### src/rtl/fetch_queue_pkg.sv
// Shared constants and the default queue-entry type for the decoupled fetch stage.
package fetch_queue_pkg;

  localparam int unsigned INSTR_W      = 32;
  localparam int unsigned PC_STEP      = 4;
  localparam int unsigned DEFAULT_XLEN = 32;

  typedef struct packed {
    logic [DEFAULT_XLEN-1:0] pc;
    logic [INSTR_W-1:0]      instr;
  } fq_entry_t;

endpackage

### src/rtl/fq_ring_buffer.sv
// Generic DEPTH-entry FIFO ring buffer with synchronous clear; knows nothing of the memory protocol.
module fq_ring_buffer
  import fetch_queue_pkg::*;
#(
  parameter int unsigned DEPTH   = 4,
  parameter type         entry_t = fq_entry_t
) (
  input  logic                       clk,
  input  logic                       rst,
  input  logic                       clear,
  input  logic                       push,
  input  entry_t                     push_data,
  input  logic                       pop,
  output entry_t                     head_data,
  output logic [$clog2(DEPTH+1)-1:0] count
);

  localparam int unsigned PW = $clog2(DEPTH);
  localparam int unsigned CW = $clog2(DEPTH + 1);

  entry_t          mem [DEPTH];
  logic [PW-1:0]   head;
  logic [PW-1:0]   tail;

  // NOTE: sequential state is always assigned with <= so every flop samples pre-edge values.
  always_ff @(posedge clk or posedge rst) begin
    if (rst) begin
      head  <= '0;
      tail  <= '0;
      count <= '0;
    end else if (clear) begin
      head  <= '0;
      tail  <= '0;
      count <= '0;
    end else begin
      if (push) tail <= tail + 1'b1;
      if (pop)  head <= head + 1'b1;
      count <= count + CW'(push) - CW'(pop);
    end
  end

  // NOTE: storage is deliberately not reset; count gates visibility, so stale words are never observed.
  always_ff @(posedge clk) begin
    if (push && !clear) mem[tail] <= push_data;
  end

  assign head_data = mem[head];

  a_no_overflow: assert property (@(posedge clk) disable iff (rst)
    (push && !pop && !clear) |-> (count != CW'(DEPTH)));
  a_no_underflow: assert property (@(posedge clk) disable iff (rst)
    (pop && !clear) |-> (count != '0));

endmodule

### src/rtl/fetch_queue.sv
// Decoupled instruction fetch: owns the fetch PC, issues credit-limited imem requests,
// queues returned instructions with their PCs and flushes on redirect.
module fetch_queue
  import fetch_queue_pkg::*;
#(
  parameter int unsigned     XLEN            = 32,
  parameter int unsigned     DEPTH           = 4,
  parameter int unsigned     MAX_OUTSTANDING = 2,
  parameter logic [XLEN-1:0] RESET_PC        = '0
) (
  input  logic               clk,
  input  logic               rst,
  input  logic               redirect_valid,
  input  logic [XLEN-1:0]    redirect_pc,
  output logic               imem_req,
  output logic [XLEN-1:0]    imem_addr,
  input  logic               imem_gnt,
  input  logic               imem_rvalid,
  input  logic [INSTR_W-1:0] imem_rdata,
  output logic               out_valid,
  input  logic               out_ready,
  output logic [INSTR_W-1:0] out_instr,
  output logic [XLEN-1:0]    out_pc,
  output logic [XLEN-1:0]    out_pcplus4
);

  localparam int unsigned CW = $clog2(DEPTH + 1);
  localparam int unsigned OW = $clog2(MAX_OUTSTANDING + 1);

  typedef struct packed {
    logic [XLEN-1:0]    pc;
    logic [INSTR_W-1:0] instr;
  } entry_t;

  logic [XLEN-1:0] fetch_pc;
  logic [XLEN-1:0] resp_pc;
  logic [XLEN-1:0] redirect_base;
  logic [OW-1:0]   outstanding;
  logic [OW-1:0]   drop;
  logic [CW-1:0]   occupancy;
  logic            can_issue;
  logic            fire;
  logic            push;
  logic            pop;
  logic            head_valid;
  entry_t          head;

  assign redirect_base = redirect_pc & ~XLEN'(3);

  // Credit counts queued entries plus live in-flight responses; stale ones will never push.
  // NOTE: every always_comb output gets a default first so no latch can be inferred.
  always_comb begin
    int committed;
    committed = int'(occupancy) + int'(outstanding) - int'(drop);
    can_issue = 1'b0;
    if (outstanding < OW'(MAX_OUTSTANDING) && committed < int'(DEPTH)) can_issue = 1'b1;
  end

  assign imem_req  = !rst && !redirect_valid && can_issue;
  assign imem_addr = fetch_pc;
  assign fire      = imem_req && imem_gnt;
  assign push      = imem_rvalid && (drop == '0) && !redirect_valid;

  assign head_valid  = (occupancy != '0);
  assign out_valid   = head_valid && !redirect_valid;
  assign pop         = out_valid && out_ready;
  assign out_instr   = head_valid ? head.instr : '0;
  assign out_pc      = head_valid ? head.pc : '0;
  assign out_pcplus4 = out_pc + XLEN'(PC_STEP);

  always_ff @(posedge clk or posedge rst) begin
    if (rst) begin
      fetch_pc    <= RESET_PC;
      resp_pc     <= RESET_PC;
      outstanding <= '0;
      drop        <= '0;
    end else begin
      outstanding <= outstanding + OW'(fire) - OW'(imem_rvalid);
      if (redirect_valid) begin
        fetch_pc <= redirect_base;
        resp_pc  <= redirect_base;
        drop     <= outstanding - OW'(imem_rvalid);
      end else begin
        if (fire) fetch_pc <= fetch_pc + XLEN'(PC_STEP);
        if (push) resp_pc <= resp_pc + XLEN'(PC_STEP);
        if (imem_rvalid && drop != '0) drop <= drop - 1'b1;
      end
    end
  end

  fq_ring_buffer #(
    .DEPTH   (DEPTH),
    .entry_t (entry_t)
  ) u_ring (
    .clk       (clk),
    .rst       (rst),
    .clear     (redirect_valid),
    .push      (push),
    .push_data ('{pc: resp_pc, instr: imem_rdata}),
    .pop       (pop),
    .head_data (head),
    .count     (occupancy)
  );

  a_rvalid_tracked: assert property (@(posedge clk) disable iff (rst)
    imem_rvalid |-> (outstanding != '0));

endmodule
### config.mk
export PLATFORM = sky130hd
export DESIGN_NAME = fetch_queue
export DESIGN_NICKNAME = d
export VERILOG_FILES = /design/src/rtl/fetch_queue_pkg.sv /design/src/rtl/fq_ring_buffer.sv /design/src/rtl/fetch_queue.sv
export SDC_FILE = /design/constraint.sdc
export NUM_CORES = 1
export LEC_CHECK = 0
export ABC_AREA = 0
export CORE_UTILIZATION = 30
export CTS_BUF_LIST = sky130_fd_sc_hd__clkbuf_8
export DETAILED_ROUTE_END_ITERATION = 10
export MAX_ROUTING_LAYER = met4
export SLEW_MARGIN = 20
export SYNTH_ARGS = -nofsm -noshare
export SYNTH_HDL_FRONTEND = slang
export SYNTH_SLANG_ARGS = --single-unit
### constraint.sdc
create_clock -name clk -period 3.29 [get_ports clk]
set_clock_uncertainty 0.15 [all_clocks]
set_input_delay 0.658 -clock clk [delete_from_list [all_inputs] [get_ports clk]]
set_output_delay 0.658 -clock clk [all_outputs]
set_load 0.02 [all_outputs]
=== Word level (Yosys, flattened, before mapping) ===
Memories as Yosys holds them, arrays and structs flattened.
Index checks and enable logic that the tools add are counted.

* $lt $le $gt $ge: 2
* Eq/ne operators: 0
* Multipliers: 0
* $add $sub $neg: 13
* Reduce and logical (&&, ||, !) cells: 19
* Multiplexer cells: 16
* Bitwise gates (word level): 0
* Div/mod/pow operators: 0
* Shift operators: 0

{| class="wikitable"
|+ Operators by type and width
! kind !! number
|-
| 2-to-1 mux 32 bit || 6
|-
| adder 32 x 3 -> 32 bit, second input constant || 3
|-
| 2-to-1 mux 2 bit || 6
|-
| logical AND 1 bit || 10
|-
| nonzero test 2 bit || 5
|-
| < comparator 5 x 4 -> 1 bit, second input constant || 1
|-
| subtractor 4 x 2 -> 5 bit || 1
|-
| adder 2 x 1 -> 2 bit, second input constant || 2
|-
| adder 3 x 2 -> 4 bit || 1
|-
| subtractor 2 x 1 -> 2 bit || 2
|-
| adder 3 x 1 -> 3 bit || 1
|-
| 2-to-1 mux 1 bit || 3
|-
| 2-to-1 mux 3 bit || 1
|-
| nonzero test 3 bit || 1
|-
| subtractor 3 x 1 -> 3 bit || 1
|-
| adder 2 x 1 -> 2 bit || 1
|-
| logical NOT 1 bit || 2
|-
| logical NOT 2 bit || 1
|-
| < comparator 2 bit, second input constant || 1
|-
| subtractor 2 x 1 -> 2 bit, second input constant || 1
|}

* Memories: 1
* Output and inout bits: 130
* Bits in registers: 75
* Word-level logic and storage cells: 58
* Bits in latches: 0
* Bits in read-only memories: 0
* Memory bits (writable): 256

{| class="wikitable"
|+ Memory list
! memory !! depth !! bits a word !! rd ports !! clocked after Yosys merged registers in !! write ports !! RTL line !! source
|-
| u_ring.mem || 4 || 64 || 1 || 0 || 1 || fq_ring_buffer.sv:21 || <nowiki>entry_t mem [DEPTH];</nowiki>
|}

=== Depth between registers and ports, before layout ===
Gate-level depths: netlist (run 1).

* Word-level depth: 9
* Mapped depth: 14
* Depth with buffers taken out: 13

=== By module ===
Synthesis (run 1) repeated with hierarchy kept, for this count alone.

* Cells, all modules: 1030
* Area total of the unflattened synthesis: 15005.6 um^2

{| class="wikitable"
|+ By module, submodules not included
! module !! cells an instance !! times used !! area an instance (um^2)
|-
| fq_ring_buffer || 373 || 1 || 9691.8
|-
| fetch_queue || 657 || 1 || 5313.8
|}

=== Least setup slack after synthesis (run 1) ===
No wires, ideal clock.

* Path kind: register to output
* Start point: reg u_ring.count[2]
* End point: out out_pcplus4[28]
* Data required time: 2.482 ns
* Path slack: -0.638 ns
* Stages on the path, launching flop included: 15
* Arrival: 3.120 ns
* Cell sequence: dfrtp_1 buf_4 or3_1 clkbuf_1 clkbuf_1 clkbuf_1 nand2_1 inv_1 ha_1 nand2_1 o22ai_1 nand4bb_1 nor3_4 nand4_1 xnor2_1

* Word-level cells in the longest chain between the ends: 3

{| class="wikitable"
|+ Ends and longest elaborated chain
! item !! RTL line !! source
|-
| start, declared || fq_ring_buffer.sv:15 || <nowiki>output logic [$clog2(DEPTH+1)-1:0] count</nowiki>
|-
| start signal, assigned || fq_ring_buffer.sv:38 || <nowiki>count <= count + CW'(push) - CW'(pop);</nowiki>
|-
| nonzero test 3 bit || fetch_queue.sv:64 || <nowiki>assign head_valid = (occupancy != '0);</nowiki>
|-
| 2-to-1 mux 32 bit || fetch_queue.sv:68 || <nowiki>assign out_pc = head_valid ? head.pc : '0;</nowiki>
|-
| named net out_pc[2] || fetch_queue.sv:23 || <nowiki>output logic [XLEN-1:0] out_pc,</nowiki>
|-
| adder 32 x 3 -> 32 bit || fetch_queue.sv:69 || <nowiki>assign out_pcplus4 = out_pc + XLEN'(PC_STEP);</nowiki>
|-
| end, declared || fetch_queue.sv:24 || <nowiki>output logic [XLEN-1:0] out_pcplus4</nowiki>
|}

The timed path passes the listed nets, and every way through them passes these cells.

=== Worst setup path after layout (run 1) ===
* Start point: reg u_ring.head[0]
* End point: out out_pcplus4[21]

* Word-level cells in the longest chain between the ends: 3

{| class="wikitable"
|+ Ends and longest elaborated chain
! item !! RTL line !! source
|-
| start, declared || fq_ring_buffer.sv:22 || <nowiki>logic [PW-1:0] head;</nowiki>
|-
| start signal, assigned || fq_ring_buffer.sv:37 || <nowiki>if (pop) head <= head + 1'b1;</nowiki>
|-
| memory read (4 x 64 bit) || - ||
|-
| 2-to-1 mux 32 bit || fetch_queue.sv:68 ||
|-
| adder 32 x 3 -> 32 bit || fetch_queue.sv:69 ||
|}

No other way between the ends.

==> summary.txt, run 1 <==
status -> finished with violations
failing checks -> negative setup slack
Fin. Hold Viols -> 0
Worst-Margin Slew -> 544 ps
nets@finish -> 1392
critical path type -> reg2out
cell area after synthesis -> 0.0147 mm2
P&R area growth vs syn -> 32.6%
ANT cells -> 0
initial antenna violation count -> 0
IO Pins -> 200
crit path buf inv count -> 3
Residual DRC -> 0
WP depth -> 9
Worst VDD drop -> 344 uV
Cell Count, Final, Fillers Out -> 1995
drt wl/cell -> 18.3 um
clock edge transition at the registers on the reported setup and hold paths -> 70 ps
Vias -> 9277
Final Worst Setup Slack -> -660 ps
Die X -> 224 um
ys async rst share -> 0.223
CP endpoint kind -> output pin
Hold/Removal Path Class -> in2async
first-pass GRT wire length -> 56300 um
post-synthesis cell type count -> 66
Max Cap Viol -> 0
cells on worst reg2reg path -> 13
vias in the first global route -> 9688
Top FF cell, synth -> edfxtp_1
Post-synth EDFFs -> 248
fin crit share -> 1.20
Layout Utilization -> 0.406
CP max stage cell -> dfrtp_4
routability cong. -> 0.832
Critical Path RT -> 2480 ps
vias per inst -> 4.65
fraction of layout cells with a size suffix above 1 -> 0.312
H-Tree Depth -> 2
cell taking the most area after synthesis -> edfxtp_1
relative slew slack -> 0.636
pin count of the biggest net entering global routing -> 66
Clock Sinks -> 319
port bufs -> 191
mean post-synth cell area -> 15.2 um2
Crit path arrival time -> 3140 ps
Root Driver -> clkbuf_8
Post-Route WL -> 36400 um
flop2flop setup slack -> 130 ps
fin crit period -> 3950 ps
Placeable Area -> 0.0481 mm2
delay-heaviest family, CP -> simple AND/OR/NAND/NOR gates
cell row count -> 80
leakage power -> 7.19 nW
terminus of the critical flop-to-flop path -> imem_addr[18]
CTS tree -> done
placed cells -> 1886
clock tree buffer depth -> 3
GRT Overall Usage -> 0.152
Final TNS setup -> -16150 ps
Synth area leaders -> edfxtp_1 51%, dfrtp_1 12%, mux4_2 8.1%
RR Startpoint -> u_ring.count[1]
worst stage delay on the critical path -> 520 ps
power density over the cells -> 687 mW/mm2
Post-Syn Instances -> 973
DRT antenna net count -> 0
DP HPWL -> 25000 um
Finish-stage setup viols -> 71
critical path fanouts, max -> 14
Synth Warn # -> 0
TritonRoute pass-1 iters -> 5
clock latency on the worst-skew pair -> 610 ps
die area -> 0.0500 mm2
Seq/Total Area, Yosys -> 0.626
starting density of the core -> 0.306
synthesized flop and latch total -> 319
CP cell instances -> buf_12, mux4_2, and3_4, and4_4, nand2_4, buf_4, or4_4, a21oi_2, buf_6
RSZ-0062 raised after global routing -> yes
cts bufs inserted -> 51
initial drt markers -> 543
Die Ht -> 224 um
area share of the largest cell type after synthesis -> 0.505
Critical Path Start Type -> flip-flop
Slew Viols, Final -> 0
f_max -> 253 MHz
Overflow after GRT -> 0
[report_power, final]
group	switching [mW]	internal (mW)	total, mW	leakage, nW
clock	1.54	1.78	3.32	0.551
sequential	0.228	4.63	4.86	3.06
combinational	2.70	2.55	5.25	3.58
total	4.47	8.96	13.4	7.19
[cell usage after synthesis (4+ instances only)]
library cell / count
a21boi_0: 12
a21boi_1: 6
a21oi_1: 7
and2_1: 63
and3_1: 21
and4_1: 7
buf_2: 11
buf_4: 10
clkbuf_1: 21
dfrtp_1: 71
edfxtp_1: 248
ha_1: 18
inv_1: 28
mux2_2: 38
mux4_1: 11
mux4_2: 53
nand2_1: 54
nand2b_1: 13
nand3_1: 44
nand3b_1: 4
nand4_1: 16
nor2_1: 41
nor2b_1: 5
nor3_1: 9
nor3b_1: 5
o21ai_0: 8
or3_1: 5
xnor2_1: 60
xor2_1: 30
[registers in the layout, summed over array words and instances (netlist names)]
signal	flops
drop	2
imem_addr	30
outstanding	2
resp_pc	30
u_ring.count	3
u_ring.head	2
u_ring.mem	248
u_ring.tail	2
[area by class of cell]
| type | instances | area [um2] |
|---|---|---|
| tap | 656 | 821 |
| inverter | 30 | 120 |
| clock buffer | 59 | 812 |
| timing repair buffer | 319 | 3030 |
| clock inverter | 31 | 178 |
| sequential | 319 | 9230 |
| multi-input combinational | 581 | 5350 |
| fill | 4468 | 28600 |
[layer usage]
| metal | up-vias | GRT usage | share of wire |
|---|---|---|---|
| met4 | 0 | 0.0502 | 0.022 |
| li1 | 4304 | - | - |
| met2 | 256 | 0.238 | 0.48 |
| met5 | - | - | 0 |
| met1 | 4656 | 0.200 | 0.45 |
| met3 | 61 | 0.0260 | 0.049 |
[stage by stage]
step	hold WS (ps)	instance area, um2	power (mW)	setup slack, ps
3_3_place_gp	367	18200	10.1	-516
2_1_floorplan	334	14900	7.85	-9.84
6_report	165	19500	13.4	-660
5_1_grt	165	19500	14.2	-814
4_1_cts	127	19400	13.5	-717
3_5_place_dp	389	18200	10.1	-534
[placed cells by master, fill, tap and decap left out, types with 13 or more instances in the layout]
master	Yosys	final
nand3_1	44	41
buf_4	10	118
mux2_2	38	38
and2_1	63	57
mux4_2	53	60
buf_6	2	17
clkdlybuf4s15_2	0	18
clkbuf_8	0	59
nor2_1	41	35
edfxtp_1	248	248
nand4_1	16	16
xor2_1	30	30
and3_1	21	15
dfrtp_1	71	69
inv_1	28	37
nand2b_1	13	13
dlygate4sd2_1	0	33
buf_12	1	13
ha_1	18	17
clkdlybuf4s50_1	0	98
xnor2_1	60	54
nand2_1	54	50
[worst max path at each step]
stage,startpoint,endpoint
final,u_ring.head[0],out_pcplus4[21]
after global routing,u_ring.head[0],out_pcplus4[30]
after CTS,u_ring.head[0],out_pcplus4[17]
after detailed placement,u_ring.head[0],out_pcplus4[30]
after global placement,u_ring.head[0],out_pcplus4[28]
after floorplan,u_ring.head[0],out_pcplus4[20]
[kinds of logic after synthesis]
group | count (synthesis) | share of synthesized area
flops | 319 | 0.626
simple gates | 307 | 0.118
compound gates | 52 | 0.0247
xor+xnor | 90 | 0.0535
other cells | 1 | 0.000254
buf+inv | 78 | 0.0277
fa+ha+maj | 20 | 0.0180
mux | 106 | 0.133
[what timing repair did]
action,CTS,global route
buffers inserted,13,6
setup endpoints to repair,94,95
gates resized for setup,283,45
hold buffers,0,0
pin swaps,15,11
gates cloned,2,0
Note: power is estimated with default switching activity, not from simulation.
==> run 2: changes to the inputs <==
--- a/config.mk
+++ b/config.mk
@@ -10,6 +10,7 @@
 export CTS_BUF_LIST = sky130_fd_sc_hd__clkbuf_8
 export DETAILED_ROUTE_END_ITERATION = 10
 export MAX_ROUTING_LAYER = met4
+export SETUP_SLACK_MARGIN = 0.02
 export SLEW_MARGIN = 20
 export SYNTH_ARGS = -nofsm -noshare
 export SYNTH_HDL_FRONTEND = slang
==> run 2 against run 1 <==
Effect of this change:
- the run still ends with negative setup slack left
- first-iteration DRC count shrank 19%
- cell count grew 0.70%
- core utilization increased by 0.43 points
- sequential power barely moved
- total power up 1.4%
- wire length up 2.1%
- cell area up 1.1%
- clock power increased by 4%
- maximum frequency is 0.53% lower
- non-clock buffer count increased by 8
- critical path type unchanged
==> summary.txt, run 2 (same netlist as run 1, synthesis figures left out) <==
status -> finished with violations (unchanged)
failing checks -> negative setup slack (unchanged)
max FFs per register -> 248 (unchanged)
pin count of the biggest net entering global routing -> 63 (was 66)
f_max -> 252 MHz (was 253 MHz)
most frequent cells in the layout -> 248 x edfxtp_1, 127 x buf_4, 98 x clkdlybuf4s50_1 (was 248 x edfxtp_1, 118 x buf_4, 98 x clkdlybuf4s50_1)
placed instance area -> 0.0181 mm2 (was 0.0182 mm2)
terminus of the critical flop-to-flop path -> imem_addr[28] (was imem_addr[18])
Max Cap Viol -> 0 (unchanged)
net switching power -> 4.56 mW (was 4.47 mW)
Overflow after GRT -> 0 (unchanged)
fraction of layout cells with a size suffix above 1 -> 0.322 (was 0.312)
Crit path arrival time -> 3160 ps (was 3140 ps)
final instance area -> 0.0198 mm2 (was 0.0195 mm2)
Placeable Area -> 0.0481 mm2 (unchanged)
Worst-Margin Slew -> 664 ps (was 544 ps)
initial antenna violation count -> 1 (was 0)
Die Ht -> 224 um (unchanged)
power density over the cells -> 690 mW/mm2 (was 687 mW/mm2)
Critical Path Start Type -> flip-flop (unchanged)
relative slew slack -> 0.556 (was 0.636)
starting density of the core -> 0.306 (unchanged)
initial drt markers -> 439 (was 543)
Critical Path RT -> 2480 ps (about the same)
TritonRoute pass-1 iters -> 5 (unchanged)
Flop pwr share -> 0.357 (was 0.362)
Worst VDD drop -> 327 uV (was 344 uV)
CP endpoint kind -> output pin (unchanged)
routability cong. -> 0.848 (was 0.832)
commonest non-fill, non-tap cell in the layout -> edfxtp_1 (unchanged)
Clock Sinks -> 319 (unchanged)
vias in the first global route -> 9731 (was 9688)
Residual DRC -> 0 (unchanged)
cts bufs inserted -> 52 (was 51)
drt wl/cell -> 18.5 um (was 18.3 um)
CTS tree -> done (unchanged)
Largest Register -> u_ring.mem (unchanged)
Final TNS setup -> -17140 ps (was -16150 ps)
Vias -> 9350 (was 9277)
die area -> 0.0500 mm2 (unchanged)
Critical Path End -> out_pcplus4[20] (was out_pcplus4[21])
Die X -> 224 um (unchanged)
cells on worst reg2reg path -> 13 (unchanged)
Layout Utilization -> 0.410 (was 0.406)
H-Tree Depth -> 2 (unchanged)
nets@finish -> 1401 (was 1392)
leakage power -> 7.40 nW (was 7.19 nW)
DP HPWL -> 25600 um (was 25000 um)
Final Worst Setup Slack -> -681 ps (was -660 ps)
fin crit period -> 3970 ps (was 3950 ps)
flop2flop setup slack -> 100 ps (was 130 ps)
Slew Viols, Final -> 0 (unchanged)
DRT antenna net count -> 0 (unchanged)
IO Pins -> 200 (unchanged)
RSZ-0062 raised after global routing -> yes (unchanged)
Root Driver -> clkbuf_8 (unchanged)
critical path fanouts, max -> 5 (was 14)
cell row count -> 80 (unchanged)
P&R area growth vs syn -> 34.0% (was 32.6%)
Finish-stage setup viols -> 77 (was 71)
clock edge transition at the registers on the reported setup and hold paths -> 60 ps (was 70 ps)
Comb pwr share -> 0.390 (was 0.391)
critical path type -> reg2out (unchanged)
clock share of power -> 0.253 (was 0.247)
Fin. Hold Viols -> 0 (unchanged)
Critical Path Start -> u_ring.head[0] (unchanged)
RR Startpoint -> u_ring.count[1] (unchanged)
Post-Route WL -> 37200 um (was 36400 um)
net switching fraction of the power -> 0.334 (was 0.333)
GRT Overall Usage -> 0.152 (about the same)
vias per inst -> 4.65 (about the same)
clock latency on the worst-skew pair -> 630 ps (was 610 ps)
final hold slack -> 346 ps (was 165 ps)
port bufs -> 191 (unchanged)
first-pass GRT wire length -> 56300 um (about the same)
Hold/Removal Path Class -> in2async (unchanged)
Post-CTS Hold Buffers -> 0 (unchanged)
pre-CTS setup slack -> -510 ps (was -534 ps)
fin crit share -> 1.21 (was 1.20)
internal power -> 9.07 mW (was 8.96 mW)
clock tree buffer depth -> 3 (unchanged)
==> run 2: worst min-delay path by stage <==
stage	startpoint	end	slack, ps	cells past startpoint
2_1_floorplan	resp_pc[31]	u_ring.mem[0][63]	330	0
4_1_cts	rst	imem_addr[4]	310	3
3_3_place_gp	resp_pc[31]	u_ring.mem[2][63]	370	0
6_report	rst	imem_addr[3]	350	3
3_5_place_dp	outstanding[0]	outstanding[0]	380	1
5_1_grt	rst	imem_addr[4]	360	3
==> run 2: power by group through the flow <==
stage / combinational, mW / sequential, mW / clock [mW]
floorplan: 2.95 / 4.91 / 0
global placement: 5.19 / 4.92 / 0
detailed placement: 5.24 / 4.93 / 0
CTS: 5.32 / 4.86 / 3.57
global route: 5.71 / 4.90 / 3.73
finish: 5.31 / 4.86 / 3.45
==> run 2: routing by layer <==
metal / wire (um) / part of all wire / global-route usage
met3: 1720 / 0.046 / 0.0281
met4: 1030 / 0.028 / 0.0566
met5: 0 / 0 / -
met2: 17200 / 0.46 / 0.236
met1: 17200 / 0.46 / 0.200
==> run 2: layout make-up <==
class | instances | area [um2]
tap | 656 | 821
timing repair buffer | 327 | 3080
antenna | 1 | 2.50
clock inverter | 40 | 287
sequential | 319 | 9230
fill | 4507 | 28400
inverter | 30 | 120
clock buffer | 55 | 757
multi-input combinational | 581 | 5460
==> run 2: through the flow <==
step	power (mW)	cells
finish	13.6	2009
global route	14.3	2009
CTS	13.8	2001
detailed placement	10.2	1887
global placement	10.1	1887
floorplan	7.86	978
==> run 2: critical path, stage by stage, from the launching register on <==
cell	delay, ps
dfrtp_4	520
mux4_2	380
and2_4	170
ha_4	140
nand2_2	50
o22ai_2	150
nand4bb_1	170
nor3_4	230
buf_12	140
o211ai_1	130
mux2_4	330
buf_6	140
==> run 2: timing repair <==
| action | 4_1_cts | 5_1_grt |
|---|---|---|
| buffers inserted | 19 | 10 |
| endpoints found under the setup margin | 99 | 107 |
| cloned | 2 | 1 |
| pin swaps | 26 | 20 |
| gates resized for setup | 310 | 29 |
==> run 3: changes to the inputs <==
--- a/config.mk
+++ b/config.mk
@@ -14,4 +14,5 @@
 export SLEW_MARGIN = 20
 export SYNTH_ARGS = -nofsm -noshare
 export SYNTH_HDL_FRONTEND = slang
+export SYNTH_HIERARCHICAL = 1
 export SYNTH_SLANG_ARGS = --single-unit
==> run 3 against run 2 <==
Effect of this change:
- the flow still finishes with violations (negative setup slack)
- clock power decreased by 1%
- largest power group unchanged
- register-to-register slack got worse by 330 ps
- count of clock-buffer cells in the layout grew 1
- sequential cell count grew 8
- critical path type unchanged
==> summary.txt, run 3 <==
cells on worst reg2reg path -> 16 (was 13)
P&R area growth vs syn -> 46.2% (was 34.0%)
initial antenna violation count -> 0 (was 1)
DP HPWL -> 27900 um (was 25600 um)
met3 Usage GRT -> 0.0341 (was 0.0281)
cell taking the most area after synthesis -> edfxtp_1 (unchanged)
fraction of layout cells with a size suffix above 1 -> 0.423 (was 0.322)
nets@finish -> 1538 (was 1401)
port bufs -> 195 (was 191)
cell row count -> 81 (was 80)
cell area after synthesis -> 0.0150 mm2 (was 0.0147 mm2)
fin crit period -> 4150 ps (was 3970 ps)
cts bufs inserted -> 56 (was 52)
Residual DRC -> 0 (unchanged)
top post-synthesis cells by count -> 256 x edfxtp_1, 71 x dfrtp_1, 67 x nor2_1 (was 248 x edfxtp_1, 71 x dfrtp_1, 63 x and2_1)
Fin. Hold Viols -> 0 (unchanged)
pin count of the biggest net entering global routing -> 61 (was 63)
fin crit share -> 1.26 (was 1.21)
Slew Viols, Final -> 0 (unchanged)
power density over the cells -> 722 mW/mm2 (was 690 mW/mm2)
initial drt markers -> 668 (was 439)
Critical Path Start -> u_ring/count[1] (was u_ring.head[0])
area share of the largest cell type after synthesis -> 0.512 (was 0.505)
terminus of the critical flop-to-flop path -> outstanding[1] (was imem_addr[28])
Post-CTS Hold Buffers -> 0 (unchanged)
TritonRoute pass-1 iters -> 5 (unchanged)
first-pass GRT wire length -> 64600 um (was 56300 um)
placed cells -> 1971 (was 1887)
ANT cells -> 0 (was 1)
relative slew slack -> 0.525 (was 0.556)
Root Driver -> clkbuf_8 (unchanged)
IO Pins -> 200 (unchanged)
critical path fanouts, max -> 2 (was 5)
failing checks -> negative setup slack (unchanged)
Post-synth EDFFs -> 256 (was 248)
vias per inst -> 4.92 (was 4.65)
Synth Warn # -> 6 (was 0)
placed instance area -> 0.0188 mm2 (was 0.0181 mm2)
DRT antenna net count -> 0 (unchanged)
Hold/Removal Path Class -> in2async (unchanged)
Critical Path Start Type -> flip-flop (unchanged)
status -> finished with violations (unchanged)
routability cong. -> 0.821 (was 0.848)
Post-Syn Instances -> 1030 (was 973)
mean post-synth cell area -> 14.6 um2 (was 15.2 um2)
Crit path arrival time -> 3340 ps (was 3160 ps)
synthesized flop and latch total -> 327 (was 319)
Tot Pwr -> 15.8 mW (was 13.6 mW)
final instance area -> 0.0219 mm2 (was 0.0198 mm2)
CP endpoint kind -> output pin (unchanged)
Overflow after GRT -> 0 (unchanged)
Largest Register -> u_ring/mem (was u_ring.mem)
die area -> 0.0509 mm2 (was 0.0500 mm2)
Critical Path End -> imem_req (was out_pcplus4[20])
Worst-Margin Slew -> 712 ps (was 664 ps)
flop2flop setup slack -> -230 ps (was 100 ps)
Finish-stage setup viols -> 106 (was 77)
clock edge transition at the registers on the reported setup and hold paths -> 70 ps (was 60 ps)
Seq/Total Area, Yosys -> 0.631 (was 0.626)
drt wl/cell -> 20.2 um (was 18.5 um)
leakage power -> 8.17 nW (was 7.40 nW)
Final TNS setup -> -48860 ps (was -17140 ps)
vias in the first global route -> 10793 (was 9731)
Critical Path RT -> 2480 ps (about the same)
Global Route met2 Usage -> 0.267 (was 0.236)
CTS tree -> done (unchanged)
Final Worst Setup Slack -> -859 ps (was -681 ps)
clock tree buffer depth -> 3 (unchanged)
GRT Overall Usage -> 0.173 (was 0.152)
pre-CTS setup slack -> -704 ps (was -510 ps)
Die Ht -> 226 um (was 224 um)
ys async rst share -> 0.217 (was 0.223)
clock latency on the worst-skew pair -> 640 ps (was 630 ps)
commonest non-fill, non-tap cell in the layout -> edfxtp_1 (unchanged)
max FFs per register -> 256 (was 248)
Max Cap Viol -> 0 (unchanged)
Worst VDD drop -> 570 uV (was 327 uV)
Placeable Area -> 0.0492 mm2 (was 0.0481 mm2)
Layout Utilization -> 0.446 (was 0.410)
starting density of the core -> 0.305 (was 0.306)
most frequent cells in the layout -> 256 x edfxtp_1, 136 x buf_6, 134 x buf_4 (was 248 x edfxtp_1, 127 x buf_4, 98 x clkdlybuf4s50_1)
fill cell count -> 4364 (was 4507)
Vias -> 10628 (was 9350)
post-synthesis cell type count -> 58 (was 66)
RR Startpoint -> u_ring/count[1] (was u_ring.count[1])
f_max -> 241 MHz (was 252 MHz)
most used routing layer -> met2 (unchanged)
final hold slack -> 378 ps (was 346 ps)
Cell Count, Final, Fillers Out -> 2159 (was 2009)
Clock Sinks -> 327 (was 319)
Post-Route WL -> 43600 um (was 37200 um)
RSZ-0062 raised after global routing -> yes (unchanged)
most frequent cell after synthesis -> edfxtp_1 (unchanged)
critical path type -> reg2out (unchanged)
met1 GRT Util -> 0.229 (was 0.200)
Die X -> 226 um (was 224 um)
H-Tree Depth -> 2 (unchanged)
Top FF cell, synth -> edfxtp_1 (unchanged)
Synth area leaders -> edfxtp_1 51%, dfrtp_1 12%, mux4_2 9.6% (was edfxtp_1 51%, dfrtp_1 12%, mux4_2 8.1%)
## run 3: cell types whose count changed in the layout (fill, tap and decap cells not counted), sizes merged, moves of 9 or more
| cell | previous run | this run |
|---|---|---|
| a2111oi | 0 | 14 |
| a211oi | 2 | 36 |
| a21boi | 18 | 8 |
| a21o | 0 | 9 |
| buf | 167 | 309 |
| clkinv | 14 | 27 |
| dlygate4sd2 | 49 | 0 |
| inv | 51 | 60 |
| mux2 | 39 | 3 |
| nand2 | 55 | 42 |
| nor2 | 41 | 67 |
| nor4 | 3 | 12 |
| xnor2 | 60 | 39 |
## run 3: report_power, final
group          switching [mW]  leakage [nW]  total [mW]  internal (mW)
sequential              0.263          3.13        4.96           4.70
combinational            3.53          4.45        7.48           3.95
clock                    1.71         0.584        3.40           1.69
## run 3: layout make-up
class / instances / area [um2] / area share
Timing Repair Buffer: 406 / 4320 / 0.197
Inverter: 42 / 163 / 0.00741
Clock buffer: 56 / 771 / 0.0351
Multi-Input combinational cell: 615 / 6130 / 0.279
Tap cell: 664 / 831 / 0.0379
Clock inverter: 49 / 255 / 0.0116
Sequential cell: 327 / 9470 / 0.432
## run 3: logic make-up after synthesis
group | Yosys count | share of synthesized area
muxes | 76 | 0.104
adders and majority gates | 20 | 0.0177
AOI/OAI and AO/OA | 125 | 0.0618
other | 1 | 0.000250
buffers and inverters | 98 | 0.0323
and+or+nand+nor | 319 | 0.115
DFF | 327 | 0.631
xor gates and xnor gates | 64 | 0.0383
## run 3: what timing repair did
item,CTS,global route
pin swaps,54,59
setup buffers,51,33
resized for setup,680,193
cloned,8,1
endpoints found under the setup margin,105,129
## run 3: worst min path at each step
| stage | start | to | slack [ps] | cells after the start |
|---|---|---|---|---|
| 2_1_floorplan | rst | u_ring/count[0] | 310 | 1 |
| 3_3_place_gp | resp_pc[30] | u_ring/mem[2][62] | 400 | 0 |
| 3_5_place_dp | resp_pc[30] | u_ring/mem[0][62] | 390 | 0 |
| 4_1_cts | rst | u_ring/count[1] | 330 | 3 |
| 5_1_grt | rst | u_ring/count[1] | 380 | 3 |
| 6_report | rst | u_ring/count[1] | 380 | 3 |
## run 3: critical path: stages, from the launching register on
cell and delay [ps]:
dfrtp_1 380, inv_2 50, fa_1 550, inv_2 50, ha_4 200, and3b_1 170, or4b_4 490, a21o_1 220
a2111oi_4 390, buf_4 200
## run 3: metal layers
layer  wire [um]  share of wire
met5           0              0
met4        1070          0.025
met3        2890          0.066
met2       20900           0.48
met1       18700           0.43
